<file path="config.mk">
export PLATFORM = sky130hd
export DESIGN_NAME = mmio_led_ctrl
export DESIGN_NICKNAME = d
export VERILOG_FILES = /design/src/rtl/mmio_led_pkg.sv /design/src/rtl/led_blink_timer.sv /design/src/rtl/mmio_led_ctrl.sv
export SDC_FILE = /design/constraint.sdc
export NUM_CORES = 1
export LEC_CHECK = 0
export CORE_UTILIZATION = 47
export CTS_BUF_LIST = sky130_fd_sc_hd__clkbuf_16
export DETAILED_ROUTE_END_ITERATION = 8
export PLACE_DENSITY = 0.9
export SLEW_MARGIN = 0
export SYNTH_ARGS = -nofsm -noshare
export SYNTH_HDL_FRONTEND = slang
export SYNTH_HIERARCHICAL = 1
export SYNTH_SLANG_ARGS = --single-unit
</file>
<file path="constraint.sdc">
create_clock -name clk -period 4.3 [get_ports clk]
set_input_delay 0.86 -clock clk [delete_from_list [all_inputs] [get_ports clk]]
set_output_delay 0.86 -clock clk [all_outputs]
set_load 0.005 [all_outputs]
</file>
<file path="src/rtl/mmio_led_pkg.sv">
// Shared register map, STATUS layout and address decode for the MMIO LED controller.
package mmio_led_pkg;

    localparam logic [31:0] OFF_DATA   = 32'h0000_0000;
    localparam logic [31:0] OFF_MODE   = 32'h0000_0004;
    localparam logic [31:0] OFF_PERIOD = 32'h0000_0008;
    localparam logic [31:0] OFF_TOGGLE = 32'h0000_000C;
    localparam logic [31:0] OFF_STATUS = 32'h0000_0010;

    localparam int STATUS_PHASE_BIT = 0;
    localparam int STATUS_CNT_LSB   = 1;

    typedef enum logic [2:0] {
        SEL_NONE,
        SEL_DATA,
        SEL_MODE,
        SEL_PERIOD,
        SEL_TOGGLE,
        SEL_STATUS
    } reg_sel_e;

    // Exact 32-bit match only, so unaligned or aliased addresses fall to SEL_NONE.
    function automatic reg_sel_e decode_addr(input logic [31:0] base, input logic [31:0] addr);
        if (addr == base + OFF_DATA)   return SEL_DATA;
        if (addr == base + OFF_MODE)   return SEL_MODE;
        if (addr == base + OFF_PERIOD) return SEL_PERIOD;
        if (addr == base + OFF_TOGGLE) return SEL_TOGGLE;
        if (addr == base + OFF_STATUS) return SEL_STATUS;
        return SEL_NONE;
    endfunction

endpackage

</file>
<file path="src/rtl/led_blink_timer.sv">
// Blink prescaler: down-counter that reloads from period and flips phase on expiry.
module led_blink_timer #(
    parameter int PRESC_W = 24
) (
    input  logic               clk,
    input  logic               rst,
    input  logic               load,
    input  logic [PRESC_W-1:0] period,
    output logic               phase,
    output logic [PRESC_W-1:0] count
);

    logic [PRESC_W-1:0] count_q, count_d;
    logic               phase_q, phase_d;

    // A load wins over expiry in the same cycle; a zero period parks the timer.
    always_comb begin
        count_d = count_q;
        phase_d = phase_q;
        if (load) begin
            count_d = period;
            phase_d = 1'b0;
        end else if (period == '0) begin
            count_d = '0;
            phase_d = 1'b0;
        end else if (count_q == '0) begin
            count_d = period;
            phase_d = ~phase_q;
        end else begin
            count_d = count_q - 1'b1;
        end
    end

    always_ff @(posedge clk) begin
        if (rst) begin
            count_q <= '0;
            phase_q <= 1'b0;
        end else begin
            count_q <= count_d;
            phase_q <= phase_d;
        end
    end

    assign phase = phase_q;
    assign count = count_q;

endmodule

</file>
<file path="src/rtl/mmio_led_ctrl.sv">
// Memory-mapped LED controller: static/blink LED channels with toggle and status registers.
module mmio_led_ctrl
    import mmio_led_pkg::*;
#(
    parameter logic [31:0] BASE_ADDR = 32'h0000_0100,
    parameter int          N_LEDS    = 8,
    parameter int          PRESC_W   = 24
) (
    input  logic              clk,
    input  logic              rst,
    input  logic              dmem_wr,
    input  logic [31:0]       dmem_waddr,
    input  logic [31:0]       dmem_wdata,
    input  logic              dmem_rd,
    input  logic [31:0]       dmem_raddr,
    output logic [31:0]       dmem_rdata,
    output logic [N_LEDS-1:0] leds
);

    logic [N_LEDS-1:0]  data_q, data_d;
    logic [N_LEDS-1:0]  mode_q, mode_d;
    logic [N_LEDS-1:0]  leds_q, leds_d;
    logic [PRESC_W-1:0] period_q, period_d;
    logic [31:0]        rdata_q, rdata_d;
    logic [31:0]        status_word;
    logic [PRESC_W-1:0] count;
    logic               phase;
    logic               load;
    reg_sel_e           wsel, rsel;
    logic               unused_wdata;

    assign unused_wdata = ^dmem_wdata;

    assign wsel = dmem_wr ? decode_addr(BASE_ADDR, dmem_waddr) : SEL_NONE;
    assign rsel = decode_addr(BASE_ADDR, dmem_raddr);

    always_comb begin
        status_word                              = '0;
        status_word[STATUS_PHASE_BIT]            = phase;
        status_word[31:STATUS_CNT_LSB]           = 31'(count);
    end

    // Reads sample the _q values, so a same-cycle write is not visible until the next read.
    always_comb begin
        data_d   = data_q;
        mode_d   = mode_q;
        period_d = period_q;
        load     = 1'b0;
        unique case (wsel)
            SEL_DATA:   data_d = dmem_wdata[N_LEDS-1:0];
            SEL_MODE:   mode_d = dmem_wdata[N_LEDS-1:0];
            SEL_PERIOD: begin
                period_d = dmem_wdata[PRESC_W-1:0];
                load     = 1'b1;
            end
            SEL_TOGGLE: data_d = data_q ^ dmem_wdata[N_LEDS-1:0];
            default: ;
        endcase

        leds_d = data_q & (~mode_q | {N_LEDS{phase}});

        rdata_d = rdata_q;
        if (dmem_rd) begin
            unique case (rsel)
                SEL_DATA:   rdata_d = 32'(data_q);
                SEL_MODE:   rdata_d = 32'(mode_q);
                SEL_PERIOD: rdata_d = 32'(period_q);
                SEL_STATUS: rdata_d = status_word;
                default:    rdata_d = '0;
            endcase
        end
    end

    always_ff @(posedge clk) begin
        if (rst) begin
            data_q   <= '0;
            mode_q   <= '0;
            period_q <= '0;
            leds_q   <= '0;
            rdata_q  <= '0;
        end else begin
            data_q   <= data_d;
            mode_q   <= mode_d;
            period_q <= period_d;
            leds_q   <= leds_d;
            rdata_q  <= rdata_d;
        end
    end

    led_blink_timer #(
        .PRESC_W (PRESC_W)
    ) u_timer (
        .clk    (clk),
        .rst    (rst),
        .load   (load),
        .period (period_d),
        .phase  (phase),
        .count  (count)
    );

    assign dmem_rdata = rdata_q;
    assign leds       = leds_q;

endmodule

</file>
==> impl_metrics.toml <==
[timing]
finalSetupTns_ns = 0
hold_violations = 0
max_freq_mhz = 250.7
setup_viol = 0
slew_headroom_pct = 43.04
whs_ns = 0.4372
finalCriticalPeriod_ns = 3.990
slew_violations = 0
worst_pin_slew_ns = 0.8478
skew_ns = 0.004631
fin_crit_sh_pct = 92.78
rsz0062_at_grt = "false"

[job]
cap_viol_max_count = 0

[layout]
areaGrowthSynthToFinish_pct = 34.98
drive_above_1_share_pct = 9.380
antenna_cells = 0
fin_area_mm2 = 0.006354
fin_nets = 726

[worst_setup_path]
cp.arrival_ns = 4.22
worstSetupStartpointType = "input pin"
crit_type = "in -> reg"
cp_max_fo = 29
reg2reg_slack_ns = 1.87
r2r-start = "u_timer/count[0]$_SDFF_PP0_"
r2r-end = "u_timer/count[3]$_SDFF_PP0_"
endpoint_kind = "flip-flop"
reg2reg_depth = 8
critPathRequiredTime_ns = 4.53

[worst_hold_path]
worstHoldPathType = "reg -> reg"
min_path_cells = 2
hold_end = "dmem_rdata[12]$_SDFFE_PP0P_"
worstHoldStart = "dmem_rdata[12]$_SDFFE_PP0P_"

[logic_synthesis]
synthAdderAreaFrac_pct = 0.7443
synth_top_cell_by_area = "dfxtp_1"
yosysUniqueCellTypes = 48
synthMuxAreaShare_pct = 10.66
synth_most_common_cell = "dfxtp_1"
synth_seq_cells = 98
synth-edff-count = 0
netlist_area_mm2 = 0.004707
synth.top_cells.by_count = "98 x dfxtp_1, 65 x nand2_1, 33 x nor2_1"
synthXorXnorAreaFrac_pct = 3.907
synthDominantCellAreaShare_pct = 41.68
synth_warnings = 6
syn_inst = 500
synth_area_leaders = "dfxtp_1 42%, mux2_4 6.1%, nand2_1 5.2%, a22oi_1 3.8%, mux2i_1 3.4%"
synth_async_sr_flop_share_pct = 0
synth_compound_area_share_pct = 15.10
synth_simple_gate_area_share_pct = 23.31
synth_top_family_by_area = "simple AND/OR/NAND/NOR gates"
synth_ff_type = "dfxtp_1"
synth_seq_area_share_pct = 41.68
synth_area_per_cell_um2 = 9.414

[power]
intPower_mw = 1.439
seqPwrFrac_pct = 49.8
power_leakage_nw = 2.429
pwr-share-comb_pct = 7.3
p_clk_share_pct = 42.9
power_density_mw_per_mm2 = 286.9
ir_worst_vdd_mv = 0.1559
switchingPower_uw = 384.0
swShare_pct = 21.06

[routing]
ant_nets = 0
first_pass_iters = 5
drt_iter0_markers = 276
wl_per_cell_um = 16.75
routed_wl_mm = 12.77
via_count = 4392
drc = 0
vias_per_cell = 5.764

[clock_network]
clock_latency_ns = 0.35
path_clk_slew_ns = 0.07
post_cts_buffers = 0
ctsHoldBuffers = 0
cts_resized = 0
cts_root_buf = "clkbuf_16"
cts_max_level = 3
cts_buffers = 9
clock-sinks = 98
ctsLongestPathBuffers = 2
cts_tree = "done"

[global_route]
grt_pass1_vias = 4184
grt_use_total_pct = 24.73
grt_pass1_wl_mm = 20.05
grt_start_max_net_pins = 30
globalRoute.totalOverflow = 0
grt_antenna_before_repair = 0

[placement]
placed_area_mm2 = 0.006066
port-buffer-count = 124
hpwl_mm = 9.407
place_congestion = 0.8863

[floorplanning]
fp.dieH_um = 102.1
rows = 36
floorplan.die_area_mm2 = 0.01042
fp.dieW_um = 102.1
num_io_pins = 140
initial_core_util_pct = 48.38
core_area_mm2 = 0.009729

[status]
status = "completed"
## worst max path at each step
stage | startpoint | end | slack (ns) | cells after the start
2_1_floorplan | dmem_waddr[7] | u_timer/count[14]$_SDFF_PP0_ | 0.76 | 12
3_3_place_gp | dmem_waddr[7] | u_timer/count[17]$_SDFF_PP0_ | 0.21 | 11
3_5_place_dp | dmem_waddr[7] | u_timer/count[10]$_SDFF_PP0_ | 0.08 | 12
4_1_cts | dmem_waddr[7] | u_timer/count[17]$_SDFF_PP0_ | 0.38 | 12
5_1_grt | dmem_waddr[15] | u_timer/count[2]$_SDFF_PP0_ | 0.18 | 12
6_report | dmem_waddr[7] | u_timer/count[17]$_SDFF_PP0_ | 0.31 | 12
## area by class of cell
| class | instances | area, um^2 |
|---|---|---|
| sequential | 98 | 1962 |
| fill | 750 | 3376 |
| inverter | 5 | 18.77 |
| clock inverter | 7 | 62.56 |
| tap | 133 | 166.4 |
| multi-input combinational | 373 | 2555 |
| timing repair buffer | 137 | 1364 |
| clock buffer | 9 | 225.2 |
## critical path, cell delays in order
cell,delay (ns)
clkdlybuf4s50_1,0.39
or4_4,0.54
nor3_4,0.14
and4_1,0.28
buf_12,0.24
mux2_2,0.39
nor4_1,0.43
nand4_1,0.20
nor2_1,0.27
or4_1,0.22
buf_12,0.15
o2bb2ai_1,0.09
## metrics by stage
step	power, mW	utilization [%]	setup WS (ns)	std cells
after floorplan	0.9645	-	0.7629	506
after global placement	1.057	62.35	0.2064	746
after detailed placement	1.060	62.35	0.07518	746
after CTS	1.827	65.30	0.3766	762
after global routing	1.871	65.30	0.1803	762
final	1.823	65.30	0.3105	762
## routing by layer
metal | up-vias | global-route usage, % | part of all wire, %
met5 | - | 0 | 0
met4 | 0 | 12.20 | 2.7
met3 | 34 | 4.036 | 6.9
met2 | 197 | 43.21 | 50
met1 | 2095 | 29.42 | 41
li1 | 2066 | - | -
## power groups by stage
stage,Combinational (mW),Clock (mW),Sequential [mW]
CTS,0.133,0.786,0.907
global route,0.143,0.822,0.907
global placement,0.129,0,0.928
floorplan,0.0365,0,0.928
finish,0.134,0.782,0.907
detailed placement,0.132,0,0.928
## registers in the layout, summed over array words and instances (netlist names)
name and cells:
leds 8, dmem_rdata 25, mode_q 8, u_timer/phase 1, data_q 8, u_timer/count 24
period_q 24
## layout by cell type, fill, tap and decap left out, types with 6 or more instances in the layout
cell type / instances
clkdlybuf4s50_1: 124
dfxtp_1: 98
nand2_1: 65
nor2_1: 33
a22oi_1: 24
nor4_1: 22
mux2_4: 19
and2b_1: 19
a21oi_1: 19
o21ai_0: 17
mux2i_1: 16
xnor2_1: 15
o2bb2ai_1: 12
buf_4: 11
nand2b_1: 10
clkbuf_16: 9
a211oi_1: 9
nor2b_1: 8
nand4_1: 8
o22ai_1: 8
a221oi_1: 8
conb_1: 7
nor3_1: 6
inv_1: 6
xor2_1: 6
## cell families after synthesis
logic type	Yosys count
simple gates	198
compound gates	104
flops	98
mux	40
buf+inv	35
xor+xnor	21
fa+ha+maj	3
other cells	1
Note: power is estimated with default switching activity, not from simulation.
==> edit 1 (same settings) <==
`data_q` and `rdata_q` no longer have a reset.
--- a/src/rtl/mmio_led_ctrl.sv
+++ b/src/rtl/mmio_led_ctrl.sv
@@ -73,18 +73,19 @@
 
     always_ff @(posedge clk) begin
         if (rst) begin
-            data_q   <= '0;
             mode_q   <= '0;
             period_q <= '0;
             leds_q   <= '0;
-            rdata_q  <= '0;
         end else begin
-            data_q   <= data_d;
             mode_q   <= mode_d;
             period_q <= period_d;
             leds_q   <= leds_d;
-            rdata_q  <= rdata_d;
         end
+    end
+
+    always_ff @(posedge clk) begin
+        data_q  <= data_d;
+        rdata_q <= rdata_d;
     end
 
     led_blink_timer #(
Function: changed (Yosys sat finds a counterexample within 4 cycles, from zero or initial values and one cycle with rst high).
==> edit 1 against the original RTL <==
  * Sequential cell count did not move
  * Power increased by 1.5%
  * Sequential power grew 6.9%
  * Synthesized area up 7.2%
  * Final area increased by 4.6%
  * Non-clock buffer count is 1 higher
  * Synthesized cell count decreased by 6.6%
  * Worst setup slack improved by 0.095 ns
  * Routed wire length rose by 3.1%
  * Via count shrank 0.14%
==> edit 1: results (changes against the original RTL) <==
Share of cells above drive strength 1: 0.0897 (was 0.0938)
Clock root buffer: clkbuf_16 (unchanged)
Reg2reg end: u_timer/count[22] (was u_timer/count[3])
Post_cts resized: 0 (unchanged)
PortBufs: 124 (unchanged)
DR vias/cell: 6.03 (was 5.76)
Reg2reg path depth: 7 (was 8)
RR Startpoint: u_timer/count[0] (unchanged)
Top post-synthesis cells by area: dfxtp_1 (26%), edfxtp_1 (20%), xnor2_1 (3.8%), nor4_4 (3.4%), nand4_1 (3.3%) (was dfxtp_1 (42%), mux2_4 (6.1%), nand2_1 (5.2%), a22oi_1 (3.8%), mux2i_1 (3.4%))
GRT Util Overall: 0.241 (was 0.247)
Cell class contributing the biggest share of worst-path delay: simple AND/OR/NAND/NOR gates (unchanged)
Crit Path Max Fanout: 12 (was 29)
Status: finished, final reports clean (unchanged)
First-pass DRT Iterations: 8 (was 5)
Leakage power: 2.41 nW (was 2.43 nW)
Routability cong.: 0.873 (was 0.886)
Vias in the first global route: 4219 (was 4184)
R2R setup slack: 2.05 ns (was 1.87 ns)
Post-synthesis sequential area ratio: 0.454 (was 0.417)
YS warnings: 6 (unchanged)
Final clock skew: 0.00876 ns (was 0.00463 ns)
Max incr delay on CP: 0.45 ns (was 0.54 ns)
Antenna cells: 0 (unchanged)
Routed len/inst: 18.1 um (was 16.8 um)
Largest net degree at the start of global routing: 53 (was 30)
Crit path DAT: 4.10 ns (was 4.22 ns)
Top cells by count, synth: dfxtp_1 (65), edfxtp_1 (33), nand4_1 (27) (was dfxtp_1 (98), nand2_1 (65), nor2_1 (33))
First-pass GRT wire length: 21000 um (was 20100 um)
Slew HR: 0.335 (was 0.430)
Post-synth EDFFs: 33 (was 0)
Hold Startpoint: mode_q[4] (was dmem_rdata[12])
Peak VDD IR: 148 uV (was 156 uV)
Detailed placer's ending HPWL: 9840 um (was 9410 um)
Post-DP Area: 0.00639 sq mm (was 0.00607 sq mm)
H-tree depth: 3 (unchanged)
Number of buffers created by CTS: 9 (unchanged)
Max reg flops: 25 (unchanged)
Initial antenna violation count: 0 (unchanged)
Hold/Removal Path Class: register to register (unchanged)
Nets: 688 (was 726)
Postcts setup bufs: 0 (unchanged)
Clk pin slew, worst setup/hold paths: 0.06 ns
Hold Path Sink: mode_q[4] (was dmem_rdata[12])
DR iter-0 viols: 502 (was 276)
Critical path's slowest cell: nor3_4 (was or4_4)
Clk_lat worst skew: 0.35 ns (about the same)
Max Buffers Root-to-Sink: 2 (unchanged)
Prevailing post-synth register cell: dfxtp_1 (unchanged)
Worst hold stages: 2 (unchanged)
FFs w/ async S/R, synth: 0 (unchanged)
Post-synthesis cell type count: 51 (was 48)
==> edit 1: power by group <==
part | switching, W | total (W) | leakage, nW | internal, W
clock network | 0.000328 | 0.000709 | 0.142 | 0.000381
registers | 0.00000285 | 0.000970 | 0.845 | 0.000967
logic | 0.0000618 | 0.000172 | 1.42 | 0.000110
total | 0.000392 | 0.00185 | 2.41 | 0.00146
==> edit 1: worst reg2reg max path, stage by stage (launching register included) <==
cell and delay, ns:
dfxtp_1 0.34, inv_1 0.11, ha_1 0.22, nor3b_1 0.57, nand4_1 0.30, nor4_1 0.33, xnor2_1 0.18, o2bb2ai_1 0.08
==> edit 1: layout make-up <==
type	instances	area, sq um
inverter	3	11.3
tap	136	170
clock inverter	7	30.0
multi-input combinational	336	2570
timing repair buffer	138	1350
clock buffer	9	225
fill	818	3720
sequential	98	2290
==> edit 1: cells by family (layout without fill, tap and decap cells) <==
logic type               count (synthesis)  in the layout  share of synthesized area
AND/OR/NAND/NOR                        178            178                      0.251
flip-flops                              98             98                      0.454
AO/OA/AOI/OAI                           96             96                      0.147
buffers and inverters                   39            157                     0.0411
XOR/XNOR                                29             29                     0.0503
multiplexers                            24             24                     0.0503
adder cells (fa/ha/maj)                  2              2                    0.00496
other                                    1              7                   0.000743
==> edit 1: how the worst max path moves through the flow <==
stage	start	endpoint	slack [ns]	cells after the start
6_report	dmem_wr	u_timer/count[1]	0.41	11
5_1_grt	dmem_wr	u_timer/count[18]	0.11	11
4_1_cts	dmem_waddr[11]	u_timer/count[1]	0.47	11
3_5_place_dp	dmem_waddr[11]	u_timer/count[1]	0.13	11
3_3_place_gp	dmem_wr	u_timer/count[22]	0.23	10
2_1_floorplan	dmem_waddr[4]	u_timer/count[14]	0.89	11
==> edit 1: metal layers <==
metal,vias up,track usage,part of all wire
met2,254,0.415,0.49
met3,34,0.0365,0.087
met4,0,0.0933,0.025
li1,2032,-,-
met5,-,0,0
met1,2066,0.304,0.40
==> edit 1: through the flow <==
stage	std cells	util	setup WS [ns]	hold slack, ns
global placement	711	0.616	0.234	0.469
CTS	727	0.641	0.470	0.491
finish	727	0.641	0.405	0.491
floorplan	473	-	0.893	0.456
global route	727	0.641	0.115	0.522
detailed placement	711	0.616	0.127	0.480
==> edit 2 (same flow settings) <==
Made on the original files. Set the parameter `N_LEDS` to 4 (it was 8).
--- a/src/rtl/mmio_led_ctrl.sv
+++ b/src/rtl/mmio_led_ctrl.sv
@@ -3,7 +3,7 @@
     import mmio_led_pkg::*;
 #(
     parameter logic [31:0] BASE_ADDR = 32'h0000_0100,
-    parameter int          N_LEDS    = 8,
+    parameter int          N_LEDS    = 4,
     parameter int          PRESC_W   = 24
 ) (
     input  logic              clk,
Ports: changed (resized leds); port bits go from 140 to 136. The function was not compared with the original's and may differ.
==> edit 2 against the original RTL <==
  * Worst hold slack better by 0.026 ns
  * Clock skew up 0.0063 ns
  * Worst setup slack worse by 0.0015 ns
  * Synthesized area down 5.2%
  * Routed wire length up 1.4%
  * Power up 3.9%
  * Sequential cell count down 12
  * Critical path type unchanged
  * Final area down 3.2%
  * Via count down 4.3%
==> edit 2: results (changes against the original RTL) <==
Status: finished, final reports clean (unchanged)
Met1 Use GR: 0.315 (was 0.294)
PortBufs: 120 (was 124)
Post-Synth XOR/XNOR Area: 0.0412 (was 0.0391)
Number of non-clock buffers in the layout: 135 (was 137)
Adder-Cell Fraction of Synth Area: 0.00561 (was 0.00744)
Routability cong.: 0.918 (was 0.886)
M1 WL: 5240 um (was 5200 um)
DR vias/cell: 5.93 (was 5.76)
Share of cells above drive strength 1: 0.117 (was 0.0938)
Grt met2 use: 0.474 (was 0.432)
Peak VDD IR: 308 uV (was 156 uV)
Final clock-cell share: 0.0602 (was 0.0453)
GR Util met3: 0.0625 (was 0.0404)
Post-DP Area: 0.00578 sq mm (was 0.00607 sq mm)
Leakage power: 2.34 nW (was 2.43 nW)
Crit Path Max Fanout: 23 (was 29)
Post-synthesis sequential area ratio: 0.386 (was 0.417)
First-pass GRT wire length: 21000 um (was 20100 um)
Critical path's slowest cell: clkdlybuf4s50_1 (was or4_4)
Top post-synthesis cells by area: dfxtp_1 (39%), mux2_4 (6.4%), nor2b_1 (4.6%), nor2_1 (4.2%), a22o_1 (3.9%) (was dfxtp_1 (42%), mux2_4 (6.1%), nand2_1 (5.2%), a22oi_1 (3.8%), mux2i_1 (3.4%))
Crit path DAT: 4.21 ns (was 4.22 ns)
Register area: 0.00172 sq mm (was 0.00196 sq mm)
Hold Startpoint: dmem_rdata[1] (was dmem_rdata[12])
Detailed placer's ending HPWL: 8860 um (was 9410 um)
Compound-Gate Fraction of Synth Area: 0.155 (was 0.151)
Layout non-clock buf frac: 0.217 (was 0.215)
Nonclk inv count: 3 (was 5)
Multi-input gate share of total cell area: 0.419 (was 0.402)
GRT Util Overall: 0.266 (was 0.247)
Multi-input gates: 357 (was 373)
Max incr delay on CP: 0.43 ns (was 0.54 ns)
Flop pwr share: 0.420 (was 0.498)
Slew HR: 0.348 (was 0.430)
Vias in the first global route: 4317 (was 4184)
Post-Route WL: 12900 um (was 12800 um)
Crit. Startpoint: dmem_waddr[28] (was dmem_waddr[7])
Mux cell area share after synthesis: 0.0945 (was 0.107)
Fillers: 686 (was 750)
Row count: 35 (was 36)
edit 2: changes by cell type in the layout (fill, tap and decap cells not counted), moves of 12 or more:
cell / before / now
nand2_1: 65 / 15
nor2b_1: 8 / 33
a22o_1: 0 / 20
a22oi_1: 24 / 4
nor2_1: 33 / 50
dfxtp_1: 98 / 86
edit 2: per-stage QoR:
step	std cells	power [W]	util	setup slack, ns
after floorplan	479	0.000854	-	0.694
after global placement	692	0.000949	0.628	0.279
after detailed placement	692	0.000953	0.628	0.104
after CTS	708	0.00190	0.669	0.384
after global routing	708	0.00194	0.669	0.100
final	708	0.00189	0.669	0.309
edit 2: worst paths after layout:
check | end | cells past startpoint | slack (ns)
worst min-delay path | dmem_rdata[1] | 2 | 0.46
worst max-delay path | u_timer/count[17] | 13 | 0.31
worst max register to register | u_timer/count[18] | 7 | 2.03
worst min register to register | dmem_rdata[1] | 2 | 0.46
edit 2: tightest hold or removal path, stage by stage (launching register included):
cell and delay, ns:
dfxtp_1 0.33, nand2_1 0.05, o31ai_1 0.05
